**config.mk**
```make
export PLATFORM = sky130hd
export DESIGN_NAME = led_row_scanner_flat
export DESIGN_NICKNAME = d
export VERILOG_FILES = /design/src/rtl/led_row_scanner_pkg.sv /design/src/rtl/led_row_scanner_if.sv /design/src/rtl/led_row_scanner_decoder.sv /design/src/rtl/led_row_scanner.sv /design/src/flat_wrapper.sv
export SDC_FILE = /design/constraint.sdc
export NUM_CORES = 1
export LEC_CHECK = 0
export ABC_AREA = 0
export ABC_CLOCK_PERIOD_IN_PS = 2300
export CAP_MARGIN = 20
export CORE_MARGIN = 2
export CORE_UTILIZATION = 55
export CTS_BUF_LIST = sky130_fd_sc_hd__clkbuf_8
export CTS_CLUSTER_DIAMETER = 100
export CTS_CLUSTER_SIZE = 30
export DETAILED_ROUTE_END_ITERATION = 7
export GPL_TIMING_DRIVEN = 1
export HOLD_SLACK_MARGIN = 0.03
export PLACE_DENSITY = 0.91
export SLEW_MARGIN = 30
export SYNTH_ARGS = -nofsm -noshare
export SYNTH_HDL_FRONTEND = slang
export SYNTH_SLANG_ARGS = --single-unit
```
**constraint.sdc**
```tcl
create_clock -name clk -period 2.3 [get_ports clk]
set_input_delay 0.46 -clock clk [delete_from_list [all_inputs] [get_ports clk]]
set_output_delay 0.46 -clock clk [all_outputs]
set_load 0.005 [all_outputs]
```
**src/rtl/led_row_scanner_pkg.sv**
```systemverilog
// Shared types and constants for the LED matrix scan path: state encoding,
// matrix geometry and the column byte type plus a lowest-set-bit helper.
package led_pkg;

  localparam int LED_ROWS       = 8;
  localparam int LED_COLS       = 8;
  localparam int LED_ROW_STRIDE = 8;

  typedef logic [LED_COLS-1:0] col_byte_t;

  typedef enum logic [2:0] {
    ST_IDLE  = 3'd0,
    ST_REQ   = 3'd1,
    ST_WAIT  = 3'd2,
    ST_SHOW  = 3'd3,
    ST_BLANK = 3'd4
  } led_state_e;

  function automatic logic [2:0] lowest_set(input col_byte_t c);
    logic [2:0] idx;
    idx = '0;
    for (int i = LED_COLS - 1; i >= 0; i--) begin
      if (c[i]) idx = 3'(i);
    end
    return idx;
  endfunction

endpackage

```
**src/rtl/led_row_scanner_if.sv**
```systemverilog
// Frame-buffer read port plus LED matrix drive signals; the scanner is the
// master, the memory/pin side is the slave.
interface led_row_scanner_if #(
  parameter int ROWS   = 8,
  parameter int ADDR_W = 6
);
  import led_pkg::*;

  logic              rd_en;
  logic [ADDR_W-1:0] rd_addr;
  col_byte_t         rd_data;
  logic              rd_valid;
  logic [ROWS-1:0]   row_sel;
  col_byte_t         col_data;
  logic [2:0]        col_index;
  logic              col_single;
  logic              frame_done;

  modport master (
    output rd_en, rd_addr, row_sel, col_data, col_index, col_single, frame_done,
    input  rd_data, rd_valid
  );

  modport slave (
    input  rd_en, rd_addr, row_sel, col_data, col_index, col_single, frame_done,
    output rd_data, rd_valid
  );

endinterface

```
**src/rtl/led_row_scanner_decoder.sv**
```systemverilog
// Combinational column decoder: lowest set bit index (0 for an empty byte)
// and a flag that is high only when exactly one bit is set.
module onehot_col_decoder
  import led_pkg::*;
(
  input  col_byte_t  col_i,
  output logic [2:0] index_o,
  output logic       single_o
);

  assign index_o  = lowest_set(col_i);
  assign single_o = (col_i != '0) && ((col_i & (col_i - col_byte_t'(1))) == '0);

endmodule

```
**src/rtl/led_row_scanner.sv**
```systemverilog
// Row scanner: reads one column byte per row, shows it for DWELL_CYCLES, walks rows.
// Optional LED_SCAN_BLANK_EN inserts BLANK_CYCLES dark cycles after every row.
module led_row_scanner #(
  parameter int ROWS         = 8,
  parameter int ROW_STRIDE   = 8,
  parameter int ADDR_W       = 6,
  parameter int DWELL_CYCLES = 1000,
  parameter int BLANK_CYCLES = 4
) (
  input logic              clk,
  input logic              reset,
  input logic              enable,
  led_row_scanner_if.master bus
);
  import led_pkg::*;

  localparam int PTR_W   = (ROWS > 1) ? $clog2(ROWS) : 1;
  localparam int MAX_CNT = (DWELL_CYCLES > BLANK_CYCLES) ? DWELL_CYCLES : BLANK_CYCLES;
  localparam int CNT_W   = $clog2(MAX_CNT + 1);

  localparam logic [PTR_W-1:0] ROW_LAST   = PTR_W'(ROWS - 1);
  localparam logic [CNT_W-1:0] DWELL_LAST = CNT_W'(DWELL_CYCLES - 1);

  localparam logic [2:0] S_IDLE = 3'(ST_IDLE);
  localparam logic [2:0] S_REQ  = 3'(ST_REQ);
  localparam logic [2:0] S_WAIT = 3'(ST_WAIT);
  localparam logic [2:0] S_SHOW = 3'(ST_SHOW);
`ifdef LED_SCAN_BLANK_EN
  localparam logic [2:0] S_BLANK    = 3'(ST_BLANK);
  localparam logic [CNT_W-1:0] BLANK_LAST = CNT_W'(BLANK_CYCLES - 1);
`endif

  logic [2:0]       state_q, state_d;
  logic [PTR_W-1:0] row_ptr_q, row_ptr_d;
  logic [CNT_W-1:0] cnt_q, cnt_d;
  col_byte_t        col_q, col_d;
  logic [2:0]       idx_q, idx_d;
  logic             single_q, single_d;
  logic             frame_done_q, frame_done_d;

  logic [2:0]       dec_idx;
  logic             dec_single;
  logic             show;

  // Decode the incoming byte so the index/flag register alongside col_q.
  onehot_col_decoder u_dec (
    .col_i    (bus.rd_data),
    .index_o  (dec_idx),
    .single_o (dec_single)
  );

  always_comb begin
    state_d      = state_q;
    row_ptr_d    = row_ptr_q;
    cnt_d        = cnt_q;
    col_d        = col_q;
    idx_d        = idx_q;
    single_d     = single_q;
    frame_done_d = 1'b0;
    case (state_q)
      S_IDLE: begin
        if (enable) state_d = S_REQ;
      end
      S_REQ: begin
        state_d = S_WAIT;
      end
      S_WAIT: begin
        if (bus.rd_valid) begin
          col_d    = bus.rd_data;
          idx_d    = dec_idx;
          single_d = dec_single;
          cnt_d    = '0;
          state_d  = S_SHOW;
        end
      end
      S_SHOW: begin
        if (cnt_q == DWELL_LAST) begin
          cnt_d        = '0;
          row_ptr_d    = (row_ptr_q == ROW_LAST) ? '0 : row_ptr_q + PTR_W'(1);
          frame_done_d = (row_ptr_q == ROW_LAST);
`ifdef LED_SCAN_BLANK_EN
          state_d      = S_BLANK;
`else
          state_d      = enable ? S_REQ : S_IDLE;
`endif
        end else begin
          cnt_d = cnt_q + CNT_W'(1);
        end
      end
`ifdef LED_SCAN_BLANK_EN
      S_BLANK: begin
        // enable is judged after the dark gap so a late drop still parks cleanly.
        if (cnt_q == BLANK_LAST) begin
          cnt_d   = '0;
          state_d = enable ? S_REQ : S_IDLE;
        end else begin
          cnt_d = cnt_q + CNT_W'(1);
        end
      end
`endif
      default: state_d = S_IDLE;
    endcase
  end

  always_ff @(posedge clk) begin
    if (reset) begin
      state_q      <= S_IDLE;
      row_ptr_q    <= '0;
      cnt_q        <= '0;
      col_q        <= '0;
      idx_q        <= '0;
      single_q     <= 1'b0;
      frame_done_q <= 1'b0;
    end else begin
      state_q      <= state_d;
      row_ptr_q    <= row_ptr_d;
      cnt_q        <= cnt_d;
      col_q        <= col_d;
      idx_q        <= idx_d;
      single_q     <= single_d;
      frame_done_q <= frame_done_d;
    end
  end

  // Everything visible on the pins is dark outside SHOW.
  assign show           = (state_q == S_SHOW);
  assign bus.rd_en      = (state_q == S_REQ);
  assign bus.rd_addr    = bus.rd_en ? ADDR_W'(32'(row_ptr_q) * ROW_STRIDE) : '0;
  assign bus.row_sel    = show ? (ROWS'(1) << row_ptr_q) : '0;
  assign bus.col_data   = show ? col_q : '0;
  assign bus.col_index  = show ? idx_q : '0;
  assign bus.col_single = show & single_q;
  assign bus.frame_done = frame_done_q;

endmodule

```
**src/flat_wrapper.sv**
```systemverilog
// flat-port wrapper written by rule: the top's interface ports become plain ports
module led_row_scanner_flat import led_pkg::*;
#(
  parameter int ROWS         = 8,
  parameter int ROW_STRIDE   = 8,
  parameter int ADDR_W       = 6,
  parameter int DWELL_CYCLES = 1000,
  parameter int BLANK_CYCLES = 4
)
  (clk, reset, enable, bus_rd_en, bus_rd_addr, bus_row_sel, bus_col_data, bus_col_index, bus_col_single, bus_frame_done, bus_rd_data, bus_rd_valid);
  led_row_scanner_if #(.ROWS(ROWS), .ADDR_W(ADDR_W)) bus_i ();
  input logic clk;
  input logic reset;
  input logic enable;
  output wire logic [$bits(bus_i.rd_en)-1:0] bus_rd_en;
  output wire logic [$bits(bus_i.rd_addr)-1:0] bus_rd_addr;
  output wire logic [$bits(bus_i.row_sel)-1:0] bus_row_sel;
  output wire logic [$bits(bus_i.col_data)-1:0] bus_col_data;
  output wire logic [$bits(bus_i.col_index)-1:0] bus_col_index;
  output wire logic [$bits(bus_i.col_single)-1:0] bus_col_single;
  output wire logic [$bits(bus_i.frame_done)-1:0] bus_frame_done;
  input wire logic [$bits(bus_i.rd_data)-1:0] bus_rd_data;
  input wire logic [$bits(bus_i.rd_valid)-1:0] bus_rd_valid;
  assign bus_rd_en = bus_i.rd_en;
  assign bus_rd_addr = bus_i.rd_addr;
  assign bus_row_sel = bus_i.row_sel;
  assign bus_col_data = bus_i.col_data;
  assign bus_col_index = bus_i.col_index;
  assign bus_col_single = bus_i.col_single;
  assign bus_frame_done = bus_i.frame_done;
  assign bus_i.rd_data = bus_rd_data;
  assign bus_i.rd_valid = bus_rd_valid;
  led_row_scanner #(.ROWS(ROWS), .ROW_STRIDE(ROW_STRIDE), .ADDR_W(ADDR_W), .DWELL_CYCLES(DWELL_CYCLES), .BLANK_CYCLES(BLANK_CYCLES)) u_core (.clk(clk), .reset(reset), .enable(enable), .bus(bus_i));
endmodule
```
**Yosys cells after proc, flatten, opt, wreduce, memory -nomap -nowiden**

Cells that the tools add are included.

- Add/sub/neg operators: 3
- Eq/ne operators: 8
- Shift-type cells: 1
- Muxes and demuxes: 21
- Bitwise gates (word level): 4
- Reduce and logical (&&, ||, !) cells: 10

Operator list:

| cell | count |
|---|---|
| $mux 3 | 13 |
| $mux 10 | 2 |
| $pmux 10 s2 | 1 |
| $mux 8 | 2 |
| $pmux 3 s4 | 1 |
| $add 10x1->10 const B | 1 |
| $eq 10x10->1 const B | 1 |
| $and 8x8->8 | 1 |
| $logic_not 8->1 | 1 |
| $reduce_bool 8->1 | 1 |
| $shl 1x3->8 const A | 1 |
| $sub 8x1->8 const B | 1 |
| $eq 3x2->1 const B | 2 |
| $mux 6 | 1 |
| $ne 2x2->1 const B | 3 |
| $reduce_and 2->1 | 3 |
| $add 3x1->3 const B | 1 |
| $eq 3x1->1 const B | 1 |
| $eq 3x3->1 const B | 1 |
| $logic_not 3->1 | 1 |
| $reduce_and 3->1 | 1 |
| $reduce_or 3->1 | 1 |
| $not 1->1 | 2 |
| $reduce_bool 2->1 | 1 |
| other kinds (3) | 3 |

- Register bits: 29
- Bits of input ports: 12
- Output and inout bits: 28
- Logic and storage cells: 54

**Longest topological paths before layout**

Gate-level depths: netlist of run 1.

- Depth in word-level cells: 8
- Mapped depth: 6
- Mapped depth without buffers: 6

**By module**

A second synthesis of run 1 with hierarchy kept.

- Cells, all modules: 202
- Area, all modules: 1654.1 µm²

By module, submodules not included:

| module | instances | cells each | area each (µm²) |
|---|---|---|---|
| led_row_scanner | 1 | 179 | 1491.4 |
| onehot_col_decoder | 1 | 23 | 162.7 |

**Least setup slack after synthesis of run 1**

No wires, ideal clock.

- Path kind: register to output
- Start point: reg u_core.state_q[1]
- End point: out bus_row_sel[3]
- Data arrival time: 1221 ps
- Path slack: 619 ps
- Stages on the path, launching flop included: 5
- Path through: dfxtp_1 ha_1 clkbuf_1 clkbuf_1 and2_1

- Word-level cells in the longest chain between the ends: 2

RTL lines:

| what | RTL line | RTL |
|---|---|---|
| from (decl) | led_row_scanner.sv:33 | `logic [2:0] state_q, state_d;` |
| from (signal assigned) | led_row_scanner.sv:115 | `state_q <= state_d;` |
| $eq 3x2->1 | led_row_scanner.sv:126 | `assign show = (state_q == S_SHOW);` |
| $mux 8 | led_row_scanner.sv:129 | `assign bus.row_sel = show ? (ROWS'(1) << row_ptr_q) : '0;` |
| to (decl) | flat_wrapper.sv:17 | `output wire logic [$bits(bus_i.row_sel)-1:0] bus_row_sel;` |

No other way between the ends.

**Worst setup path after layout of run 1**

- Start point: reg u_core.state_q[1]
- End point: out bus_row_sel[0]

Same word-level chain as after synthesis.

==> results of run 1 <==
[placed cells by master, fill, tap and decap left out, types with 2 or more instances in the layout]
cell type                         netlist  layout
sky130_fd_sc_hd__o22ai_1                2       2
sky130_fd_sc_hd__inv_1                 11      11
sky130_fd_sc_hd__conb_1                 1       3
sky130_fd_sc_hd__ha_1                  11      11
sky130_fd_sc_hd__clkdlybuf4s50_1        0      36
sky130_fd_sc_hd__buf_4                  3       4
sky130_fd_sc_hd__xor2_1                 5       5
sky130_fd_sc_hd__nor2_1                15      15
sky130_fd_sc_hd__nand3_1                4       4
sky130_fd_sc_hd__and2_1                18      18
sky130_fd_sc_hd__nand2_1               25      25
sky130_fd_sc_hd__nor3_1                 3       3
sky130_fd_sc_hd__or3_1                  2       2
sky130_fd_sc_hd__o21ai_0                3       3
sky130_fd_sc_hd__or4b_1                 2       2
sky130_fd_sc_hd__nor3b_1                2       2
sky130_fd_sc_hd__or4_1                  2       2
sky130_fd_sc_hd__a21oi_1               16      16
sky130_fd_sc_hd__nor4_1                 4       4
sky130_fd_sc_hd__dfxtp_1               28      27
sky130_fd_sc_hd__clkbuf_8               0       4
sky130_fd_sc_hd__xnor2_1                4       4
sky130_fd_sc_hd__nand4_1                4       4
sky130_fd_sc_hd__and3_1                 8       8
sky130_fd_sc_hd__mux2i_1                2       2
[flip-flops by register name (all words and copies together), names as in the netlist]
name                   count
u_core.state_q             2
u_core.single_q            1
u_core.bus.frame_done      1
u_core.cnt_q              10
u_core.col_q               8
u_core.row_ptr_q           3
u_core.idx_q               3
[worst max-delay path by stage]
stage                       to                start  slack (ns)  cells after the start
2_1_floorplan   bus_row_sel[3]    u_core.state_q[1]        0.62                      4
3_3_place_gp   u_core.single_q       bus_rd_data[4]        0.36                      4
3_5_place_dp   u_core.single_q       bus_rd_data[4]        0.32                      4
4_1_cts         bus_row_sel[7]  u_core.row_ptr_q[0]        0.07                      4
5_1_grt         bus_row_sel[0]    u_core.state_q[1]        0.01                      4
6_report        bus_row_sel[0]    u_core.state_q[1]        0.11                      4
[per-layer routing]
layer	global-route usage	wire (um)	up-vias
met1	0.2969	1624	663
met3	0.03736	132	7
met2	0.3540	1603	33
met5	0	0	-
met4	0.07468	54	0
li1	-	-	765
[Yosys cell counts (all sizes together)]
library cell  count
or4b              2
xnor2             4
conb              1
and2             18
and4bb            1
buf               5
mux2i             2
inv              11
o311ai            1
maj3              1
o2bb2ai           1
a31o              1
and4              1
nor4b             1
a211oi            1
o211ai            1
nand4             5
nor3              3
ha               11
or3               2
clkbuf            7
nor4              5
o41ai             1
dfxtp            28
or4               2
xor2              5
a21oi            16
and3              8
a31oi             1
nand2            25
nor2             15
nor3b             2
o21ai             5
o311a             1
o22ai             2
o21bai            1
nand3             4
mux2              1
[final cells by class]
cell class | instances | area share
Timing Repair Buffer | 40 | 0.1866
Multi-Input combinational cell | 153 | 0.4803
Inverter | 11 | 0.01974
Tap cell | 31 | 0.01854
Sequential cell | 28 | 0.2685
Clock buffer | 4 | 0.02632
[per-stage QoR]
step	power, mW	cell area (um^2)
floorplan	0.8322	1665
global placement	0.9444	2036
detailed placement	0.9544	2036
CTS	1.253	2091
global route	1.336	2092
finish	1.250	2092
[worst max-delay path: stages, from the launching register on]
cell and delay, ns:
sky130_fd_sc_hd__dfxtp_1 0.40, sky130_fd_sc_hd__ha_1 0.19, sky130_fd_sc_hd__buf_4 0.19, sky130_fd_sc_hd__and3_1 0.17
sky130_fd_sc_hd__clkdlybuf4s50_1 0.50
[cells by family (layout without fill, tap and decap cells)]
kind of cell / after synthesis / count (layout) / synth area share
adder cells (fa/ha/maj): 12 / 12 / 0.08906
flip-flops: 28 / 28 / 0.3381
buffers and inverters: 23 / 55 / 0.06038
AND/OR/NAND/NOR: 94 / 94 / 0.3223
other: 1 / 3 / 0.002262
XOR/XNOR: 9 / 9 / 0.04754
multiplexers: 3 / 3 / 0.01887
AO/OA/AOI/OAI: 32 / 32 / 0.1215
[power by group through the flow]
| stage | clock network, mW | registers, mW | logic, mW |
|---|---|---|---|
| after floorplan | 0 | 0.562 | 0.270 |
| after global placement | 0 | 0.568 | 0.376 |
| after detailed placement | 0 | 0.569 | 0.385 |
| after CTS | 0.309 | 0.558 | 0.386 |
| after global routing | 0.330 | 0.566 | 0.440 |
| final | 0.301 | 0.559 | 0.389 |
==> impl_results.rst, run 1 <==
.. list-table::
   :header-rows: 1

   * - Metric
     - Value
   * - Maximum root-to-sink buffer count
     - 2
   * - CTS tree
     - done
   * - Avg WL per Cell
     - 12.79 um
   * - Power density over the cells
     - 597.4 mW/mm^2
   * - Violations in the final reports
     - DRC
   * - Die Footprint
     - 0.003469 mm^2
   * - Worst hold path endpoint
     - u_core.col_q[7]
   * - Setup Slack @ Placement
     - 0.3223 ns
   * - Master cell of the clock root buffer
     - sky130_fd_sc_hd__clkbuf_8
   * - Max-capacitance violation count
     - 0
   * - Fraction of layout instances using a drive strength above 1
     - 0.07203
   * - Synth Cell Area
     - 0.001658 mm^2
   * - Filler Cells Inserted
     - 217
   * - Max Slew Vio Count
     - 0
   * - Critical path data arrival time
     - 1.73 ns
   * - GRT overflow
     - 0
   * - Setup repair after global routing missed its margin
     - false
   * - Final non-filler cell total
     - 267
   * - Routability Congestion
     - 0.8406
   * - Hold Fails Final Rpt
     - 0
   * - Vias in the first global route
     - 1352
   * - Final worst hold slack
     - 0.4536 ns
   * - Share of total power in the clock network
     - 0.241
   * - Hold depth
     - 2
   * - Largest fanout of any net on the critical path
     - 15
   * - Final worst slack
     - 0.1140 ns
   * - Horizontal die dimension
     - 58.90 um
   * - IR Drop Worst-Case VDD
     - 0.3638 mV
   * - Skew-Pair Late Insertion Delay
     - 0.27 ns
   * - Boundary Pins
     - 40
   * - Power Internal
     - 0.8405 mW
   * - CTS H-Tree Depth
     - 1
   * - Nature of the critical path endpoint
     - output pin
   * - Capturing point of the worst reg2reg path
     - u_core.cnt_q[9]
   * - Kind of critical path
     - reg -> out
   * - Clock input transition at the sequential cells of the worst setup and hold paths
     - 0.09 ns
   * - Register-to-Register Path Depth
     - 6
   * - Average footprint of a synthesized cell
     - 8.207 um^2
   * - Cell leakage power
     - 0.7999 nW
   * - Global Route Usage Sum
     - 0.2195
   * - Switching share of total power
     - 0.3275
   * - Maximum number of pins on one net before global-route repair
     - 16
   * - Footprint of the multi-input gates
     - 0.001005 mm^2
   * - Post-detailed-route count of antenna-violating nets
     - 0
   * - Count of state elements after synthesis
     - 28
   * - Gate count of the mapped netlist
     - 202
   * - Pre-Repair DR Iteration Count
     - 6
   * - Sequential group share of total power
     - 0.448
   * - Run status
     - finished with violations
   * - Total setup buffers inserted after CTS
     - 0
   * - Number of antenna cells inserted
     - 0
   * - Finish-stage setup viols
     - 0
   * - Combinational group share of total power
     - 0.311
   * - Final worst path period need
     - 2.186 ns
   * - Layout-stage area growth over the synthesis result
     - 26.19%
   * - Vertical die dimension
     - 58.90 um
   * - Remaining design rule violation count
     - 4
   * - First-pass GRT wire length
     - 5.954 mm
   * - Max Clk Rate
     - 457.5 MHz
   * - Total Neg Setup Slack
     - 0 ns
   * - Seq/Total Area, Yosys
     - 0.3381
   * - FF/Latch Area
     - 561.8 um^2
   * - Clock tree skew after final layout
     - 0.001157 ns
   * - Number of distinct library cells after synthesis
     - 43
   * - Class of the most critical hold timing path
     - reg -> reg
   * - Setup slack of the worst register-to-register path
     - 0.58 ns
   * - Total wirelength of the detailed-routed design
     - 3.414 mm
   * - Inserted Clock Buffers
     - 3
   * - Via density per instance
     - 5.498
   * - Share of the cycle needed by the critical path after routing
     - 0.9504
   * - Cells taking the most area after synthesis
     - sky130_fd_sc_hd__dfxtp_1, sky130_fd_sc_hd__ha_1, sky130_fd_sc_hd__and2_1, sky130_fd_sc_hd__nand2_1, sky130_fd_sc_hd__a21oi_1
   * - Post-synthesis cell type with the largest combined area
     - sky130_fd_sc_hd__dfxtp_1
   * - Post_cts resized
     - 0
   * - Number of buffers added on ports
     - 36
   * - Switching power of the nets
     - 0.4093 mW
   * - Final cell utilization of the core
     - 0.7458
   * - Share of the synthesized area in the top cell type
     - 0.3381
   * - Critical path startpoint category
     - register
   * - Startpoint of the tightest hold check path
     - u_core.col_q[7]
   * - Effective utilization at floorplan
     - 0.5910
   * - Startpoint of the worst register-to-register path
     - u_core.state_q[0]
   * - Max-Slew Margin vs Limit
     - 0.6289
   * - Critical path required time
     - 1.84 ns
   * - Core Box Area
     - 0.002805 mm^2
   * - Initial antenna violation count
     - 0
   * - Yosys warning count
     - 0
   * - Post-Place Cells
     - 263
   * - Number of placement rows
     - 19
   * - Number of violations reported at the end of detailed-routing iteration 0
     - 44
   * - Clk sinks
     - 28
   * - Fin nets
     - 260
   * - Number of hold-repair buffers added at the cts stage
     - 0
   * - Tightest Pin Transition
     - 0.5411 ns
   * - DP Wirelength
     - 2.609 mm
   * - Via count of the routed design
     - 1468
Power figures use the tool's default switching activity.
==> inputs of run 2 (changes only) <==
MAX_ROUTING_LAYER = met4   (was unset)
==> run 2 against run 1 <==
  * Highest routed layer unchanged
  * Wire length did not move
  * Cell count did not move
  * Largest power group unchanged
  * Maximum frequency barely moved
  * The flow still finishes with violations (DRC)
  * Non-clock buffer count did not move
  * Core utilization did not move
  * Largest cell class unchanged
  * Register-to-register slack barely moved
  * Sequential share of layout area did not move
  * Sequential power barely moved
==> impl_results.rst, run 2 (synthesis gave the netlist of run 1 again) <==
.. list-table::
   :header-rows: 1

   * - Metric
     - Value
   * - Run status
     - finished with violations
   * - Violations in the final reports
     - DRC
   * - Number of placement rows
     - 19
   * - Via density per instance
     - 5.498
   * - Clk sinks
     - 28
   * - Maximum root-to-sink buffer count
     - 2
   * - Critical path data arrival time
     - 1.73 ns
   * - Top register by number of flip-flops
     - u_core.cnt_q
   * - Skew-Pair Late Insertion Delay
     - 0.27 ns
   * - Post-detailed-route count of antenna-violating nets
     - 0
   * - Max Clk Rate
     - 457.5 MHz
   * - Via count of the routed design
     - 1468
   * - Avg WL per Cell
     - 12.79 um
   * - Finish-stage setup viols
     - 0
   * - Core Box Area
     - 0.002805 mm^2
   * - Total setup buffers inserted after CTS
     - 0
   * - Maximum number of pins on one net before global-route repair
     - 16
   * - Commonest non-fill, non-tap cell in the layout
     - sky130_fd_sc_hd__clkdlybuf4s50_1
   * - Power after layout
     - 1.250 mW
   * - Master cell of the clock root buffer
     - sky130_fd_sc_hd__clkbuf_8
   * - Filler Cells Inserted
     - 217
   * - Number of violations reported at the end of detailed-routing iteration 0
     - 41
   * - Effective utilization at floorplan
     - 0.5910
   * - Setup repair after global routing missed its margin
     - false
   * - Layout-stage area growth over the synthesis result
     - 26.19%
   * - Endpoint of the worst setup timing path
     - bus_row_sel[0]
   * - Number of buffers added on ports
     - 36
   * - Pre-Repair DR Iteration Count
     - 6
   * - Tightest Pin Transition
     - 0.5411 ns
   * - GRT overflow
     - 0
   * - Critical path required time
     - 1.84 ns
   * - Critical path startpoint category
     - register
   * - First-pass GRT wire length
     - 5.954 mm
   * - Remaining design rule violation count
     - 4
   * - Total wirelength of the detailed-routed design
     - 3.414 mm
   * - Setup slack of the worst register-to-register path
     - 0.58 ns
   * - Initial antenna violation count
     - 0
   * - Vertical die dimension
     - 58.90 um
   * - Cell leakage power
     - 0.7999 nW
   * - Global Route Usage Sum
     - 0.2260
   * - Max-Slew Margin vs Limit
     - 0.6289
   * - Die Footprint
     - 0.003469 mm^2
   * - Boundary Pins
     - 40
   * - Number of antenna cells inserted
     - 0
   * - Fin nets
     - 260
   * - Capturing point of the worst reg2reg path
     - u_core.cnt_q[9]
   * - Fraction of layout instances using a drive strength above 1
     - 0.07203
   * - IR Drop Worst-Case VDD
     - 0.3637 mV
   * - Total Neg Setup Slack
     - 0 ns
   * - Critical path origin
     - u_core.state_q[1]
   * - Kind of critical path
     - reg -> out
   * - Flip-flop count of the largest register, all copies and words added
     - 10
   * - Inserted Clock Buffers
     - 3
   * - Startpoint of the worst register-to-register path
     - u_core.state_q[0]
   * - Register-to-Register Path Depth
     - 6
   * - CTS tree
     - done
   * - Horizontal die dimension
     - 58.90 um
   * - Class of the most critical hold timing path
     - reg -> reg
   * - Top library cells by usage in the layout, fill and taps aside
     - sky130_fd_sc_hd__clkdlybuf4s50_1, sky130_fd_sc_hd__dfxtp_1, sky130_fd_sc_hd__nand2_1, sky130_fd_sc_hd__and2_1, sky130_fd_sc_hd__a21oi_1
   * - Largest fanout of any net on the critical path
     - 15
   * - DP Wirelength
     - 2.609 mm
   * - Clock input transition at the sequential cells of the worst setup and hold paths
     - 0.09 ns
   * - CTS H-Tree Depth
     - 1
   * - Final worst path period need
     - 2.186 ns
   * - Clock tree skew after final layout
     - 0.001158 ns
   * - Share of the cycle needed by the critical path after routing
     - 0.9504
   * - Power density over the cells
     - 597.4 mW/mm^2
   * - Hold Fails Final Rpt
     - 0
   * - Max Slew Vio Count
     - 0
   * - Max-capacitance violation count
     - 0
   * - Vias in the first global route
     - 1353
   * - Registers with the most flip-flops
     - u_core.cnt_q x10, u_core.col_q x8
   * - Routability Congestion
     - 0.8537
   * - Nature of the critical path endpoint
     - output pin
[run 2: cell counts in the layout (fill, tap and decap cells not counted)]
No cell type changed its count.
[run 2: area by class of cell]
cell class / count / area [um^2] / share of cell area
Inverter: 11 / 41.29 / 0.01974
Tap cell: 31 / 38.79 / 0.01854
Multi-Input combinational cell: 153 / 1005 / 0.4803
Clock buffer: 4 / 55.05 / 0.02632
Timing Repair Buffer: 40 / 390.4 / 0.1866
Sequential cell: 28 / 561.8 / 0.2685
[run 2: metrics by stage]
stage / setup WS, ns / cells / hold slack [ns] / instance area, um^2 / utilization
floorplan: 0.6195 / 204 / 0.4317 / 1665 / -
global placement: 0.3553 / 263 / 0.4382 / 2036 / 0.7257
detailed placement: 0.3223 / 263 / 0.4420 / 2036 / 0.7257
CTS: 0.07453 / 267 / 0.4552 / 2091 / 0.7453
global route: 0.009786 / 267 / 0.4805 / 2092 / 0.7458
finish: 0.1140 / 267 / 0.4536 / 2092 / 0.7458
[run 2: worst max-delay path, cell delays in order, from the launching register on]
cell	delay [ns]
sky130_fd_sc_hd__dfxtp_1	0.40
sky130_fd_sc_hd__ha_1	0.19
sky130_fd_sc_hd__buf_4	0.19
sky130_fd_sc_hd__and3_1	0.17
sky130_fd_sc_hd__clkdlybuf4s50_1	0.50
[run 2: worst min-delay path by stage]
| stage | end | from | cells past startpoint | slack, ns |
|---|---|---|---|---|
| after CTS | u_core.col_q[1] | u_core.col_q[1] | 2 | 0.46 |
| after global placement | u_core.col_q[4] | u_core.col_q[4] | 2 | 0.44 |
| after detailed placement | u_core.col_q[1] | u_core.col_q[1] | 2 | 0.44 |
| final | u_core.col_q[7] | u_core.col_q[7] | 2 | 0.45 |
| after global routing | u_core.col_q[6] | u_core.col_q[6] | 2 | 0.48 |
| after floorplan | u_core.col_q[0] | u_core.col_q[0] | 2 | 0.43 |
[run 2: report_power, final]
part / leakage [nW] / internal, mW / switching (mW) / total (mW)
clock: 0.0288 / 0.153 / 0.148 / 0.301
sequential: 0.227 / 0.527 / 0.0328 / 0.559
combinational: 0.544 / 0.161 / 0.228 / 0.389
total: 0.800 / 0.840 / 0.409 / 1.25
[run 2: what timing repair did]
item	in CTS	in global routing
gates resized for setup	0	1
setup endpoints to repair	0	1
hold buffers	0	0
[run 2: per-layer routing]
metal  routed length, um  share of wire  up-vias  global-route usage
met4                  53          0.016        0             0.07468
met5                   0              0        -                   -
li1                    -              -      765                   -
met2                1604           0.47       33              0.3540
met3                 131          0.038        7             0.03736
met1                1624           0.48      663              0.2969
==> inputs of run 3 (changes only) <==
ABC_CLOCK_PERIOD_IN_PS = 2600   (was 2300)
clock period = 2.6 ns   (was 2.3 ns; I/O delays follow)
==> run 3 against run 2 <==
  * The run still ends with DRC left
  * Hold slack about the same
  * Core utilization about the same
  * Combinational power fell by 7.2%
  * Sequential cell count unchanged
  * Clock skew barely moved
  * Sequential power fell by 11%
  * Die area is the same
  * Critical path type unchanged
  * Largest cell class unchanged
  * Highest routed layer unchanged
==> impl_results.rst, run 3 (synthesis gave the netlist of run 1 again) <==
.. list-table::
   :header-rows: 1

   * - Metric
     - Value
   * - Run status
     - finished with violations
   * - Violations in the final reports
     - DRC
   * - Power after layout
     - 1.121 mW
   * - Clk sinks
     - 28
   * - Number of hold-repair buffers added at the cts stage
     - 0
   * - Highest layer used for signal routing
     - met4
   * - Maximum root-to-sink buffer count
     - 2
   * - Global Route Usage Sum
     - 0.2365
   * - Remaining design rule violation count
     - 4
   * - Fin nets
     - 260
   * - Post-detailed-route count of antenna-violating nets
     - 0
   * - Critical path startpoint category
     - register
   * - Critical path required time
     - 2.08 ns
   * - Effective utilization at floorplan
     - 0.5910
   * - Horizontal die dimension
     - 58.90 um
   * - Final non-filler cell total
     - 267
   * - Flip-flop count of the largest register, all copies and words added
     - 10
   * - Power density over the cells
     - 536.3 mW/mm^2
   * - Number of placement rows
     - 19
   * - Clock tree skew after final layout
     - 0.001538 ns
   * - Buffers & Inverters on Critical Path
     - 2
   * - Boundary Pins
     - 40
   * - Routability Congestion
     - 0.8555
   * - Share of the cycle needed by the critical path after routing
     - 0.8696
   * - Die Footprint
     - 0.003469 mm^2
   * - Max-capacitance violation count
     - 0
   * - Hold Fails Final Rpt
     - 0
   * - Pre-Repair DR Iteration Count
     - 7
   * - Clock input transition at the sequential cells of the worst setup and hold paths
     - 0.09 ns
   * - Largest stage delay on the critical path
     - 0.50 ns
   * - Class of the most critical hold timing path
     - reg -> reg
   * - Commonest non-fill, non-tap cell in the layout
     - sky130_fd_sc_hd__clkdlybuf4s50_1
   * - Largest fanout of any net on the critical path
     - 15
   * - CTS H-Tree Depth
     - 1
   * - Total wirelength of the detailed-routed design
     - 3.577 mm
   * - Setup repair after global routing missed its margin
     - false
   * - Vertical die dimension
     - 58.90 um
   * - Kind of critical path
     - reg -> out
   * - Vias in the first global route
     - 1375
   * - Max Clk Rate
     - 442.3 MHz
   * - Post_cts resized
     - 0
   * - Number of violations reported at the end of detailed-routing iteration 0
     - 58
   * - GRT overflow
     - 0
   * - Layout-stage area growth over the synthesis result
     - 26.11%
   * - Post-Place Cells
     - 263
   * - Inserted Clock Buffers
     - 3
   * - Top library cells by usage in the layout, fill and taps aside
     - sky130_fd_sc_hd__clkdlybuf4s50_1, sky130_fd_sc_hd__dfxtp_1, sky130_fd_sc_hd__nand2_1, sky130_fd_sc_hd__and2_1, sky130_fd_sc_hd__a21oi_1
   * - IR Drop Worst-Case VDD
     - 0.3426 mV
   * - Initial antenna violation count
     - 0
   * - Total setup buffers inserted after CTS
     - 0
   * - Setup Slack @ Placement
     - 0.5412 ns
   * - Number of buffers added on ports
     - 36
   * - Final worst slack
     - 0.3391 ns
   * - Filler Cells Inserted
     - 210
   * - CTS tree
     - done
   * - Detailed-routed wire length on met2
     - 1.698 mm
   * - First-pass GRT wire length
     - 6.127 mm
   * - Cell leakage power
     - 0.7994 nW
   * - Master cell of the clock root buffer
     - sky130_fd_sc_hd__clkbuf_8
   * - Final cell utilization of the core
     - 0.7453
   * - Via density per instance
     - 5.614
   * - Nature of the critical path endpoint
     - output pin
   * - Cell chain of the critical path
     - ha_1 > buf_4 > and3_1 > clkdlybuf4s50_1
   * - Avg WL per Cell
     - 13.40 um
   * - Skew-Pair Late Insertion Delay
     - 0.27 ns
   * - Registers with the most flip-flops
     - u_core.cnt_q x10, u_core.col_q x8
   * - Finish-stage setup viols
     - 0
   * - Max-Slew Margin vs Limit
     - 0.5947
   * - Total Neg Setup Slack
     - 0 ns
   * - DP Wirelength
     - 2.658 mm
   * - Number of antenna cells inserted
     - 0
   * - Core Box Area
     - 0.002805 mm^2
   * - Met1 WL
     - 1.684 mm
   * - Wire length on met3
     - 176 um
   * - Final worst path period need
     - 2.261 ns
   * - Max Slew Vio Count
     - 0
   * - Fraction of layout instances using a drive strength above 1
     - 0.06780
   * - Tightest Pin Transition
     - 0.5910 ns
   * - Highest-delay cell along the critical path
     - sky130_fd_sc_hd__clkdlybuf4s50_1
   * - Top register by number of flip-flops
     - u_core.cnt_q
   * - Maximum number of pins on one net before global-route repair
     - 16
   * - Cell type group with the largest total delay on the critical path
     - buffers and inverters
   * - Via count of the routed design
     - 1499
   * - Critical path data arrival time
     - 1.74 ns
-- run 3: final timing paths --
| path | start | slack [ns] | end | cells past startpoint |
|---|---|---|---|---|
| hold / removal | u_core.col_q[4] | 0.45 | u_core.col_q[4] | 2 |
| hold reg to reg | u_core.col_q[4] | 0.45 | u_core.col_q[4] | 2 |
| setup reg to reg | u_core.state_q[0] | 0.80 | u_core.cnt_q[1] | 5 |
| setup / recovery | u_core.state_q[1] | 0.34 | bus_row_sel[0] | 4 |
-- run 3: power by group --
group / leakage [nW] / switching (mW) / internal [mW]
combinational: 0.544 / 0.218 / 0.143
clock: 0.0288 / 0.129 / 0.135
sequential: 0.226 / 0.0293 / 0.466
-- run 3: worst min-delay path, cell delays in order, from the launching register on --
cell	delay, ns
sky130_fd_sc_hd__dfxtp_1	0.32
sky130_fd_sc_hd__nand2_1	0.05
sky130_fd_sc_hd__a21oi_1	0.05
-- run 3: stage by stage --
step / hold slack, ns / area (um^2)
after floorplan: 0.4317 / 1665
after global placement: 0.4383 / 2036
after detailed placement: 0.4421 / 2036
after CTS: 0.4547 / 2091
after global routing: 0.4803 / 2091
final: 0.4535 / 2091
-- run 3: final cells by class --
cell class                      instances  area [um^2]  share of cell area
Clock buffer                            4        55.05             0.02633
Sequential cell                        28        560.5              0.2681
Multi-Input combinational cell        153         1005              0.4805
Timing Repair Buffer                   40        390.4              0.1867
Inverter                               11        41.29             0.01975
Tap cell                               31        38.79             0.01855
-- run 3: per-layer routing --
layer	track usage	vias to the layer above
met2	0.3651	45
met4	0.07792	0
met3	0.03077	2
met5	-	-
met1	0.3205	691
li1	-	761
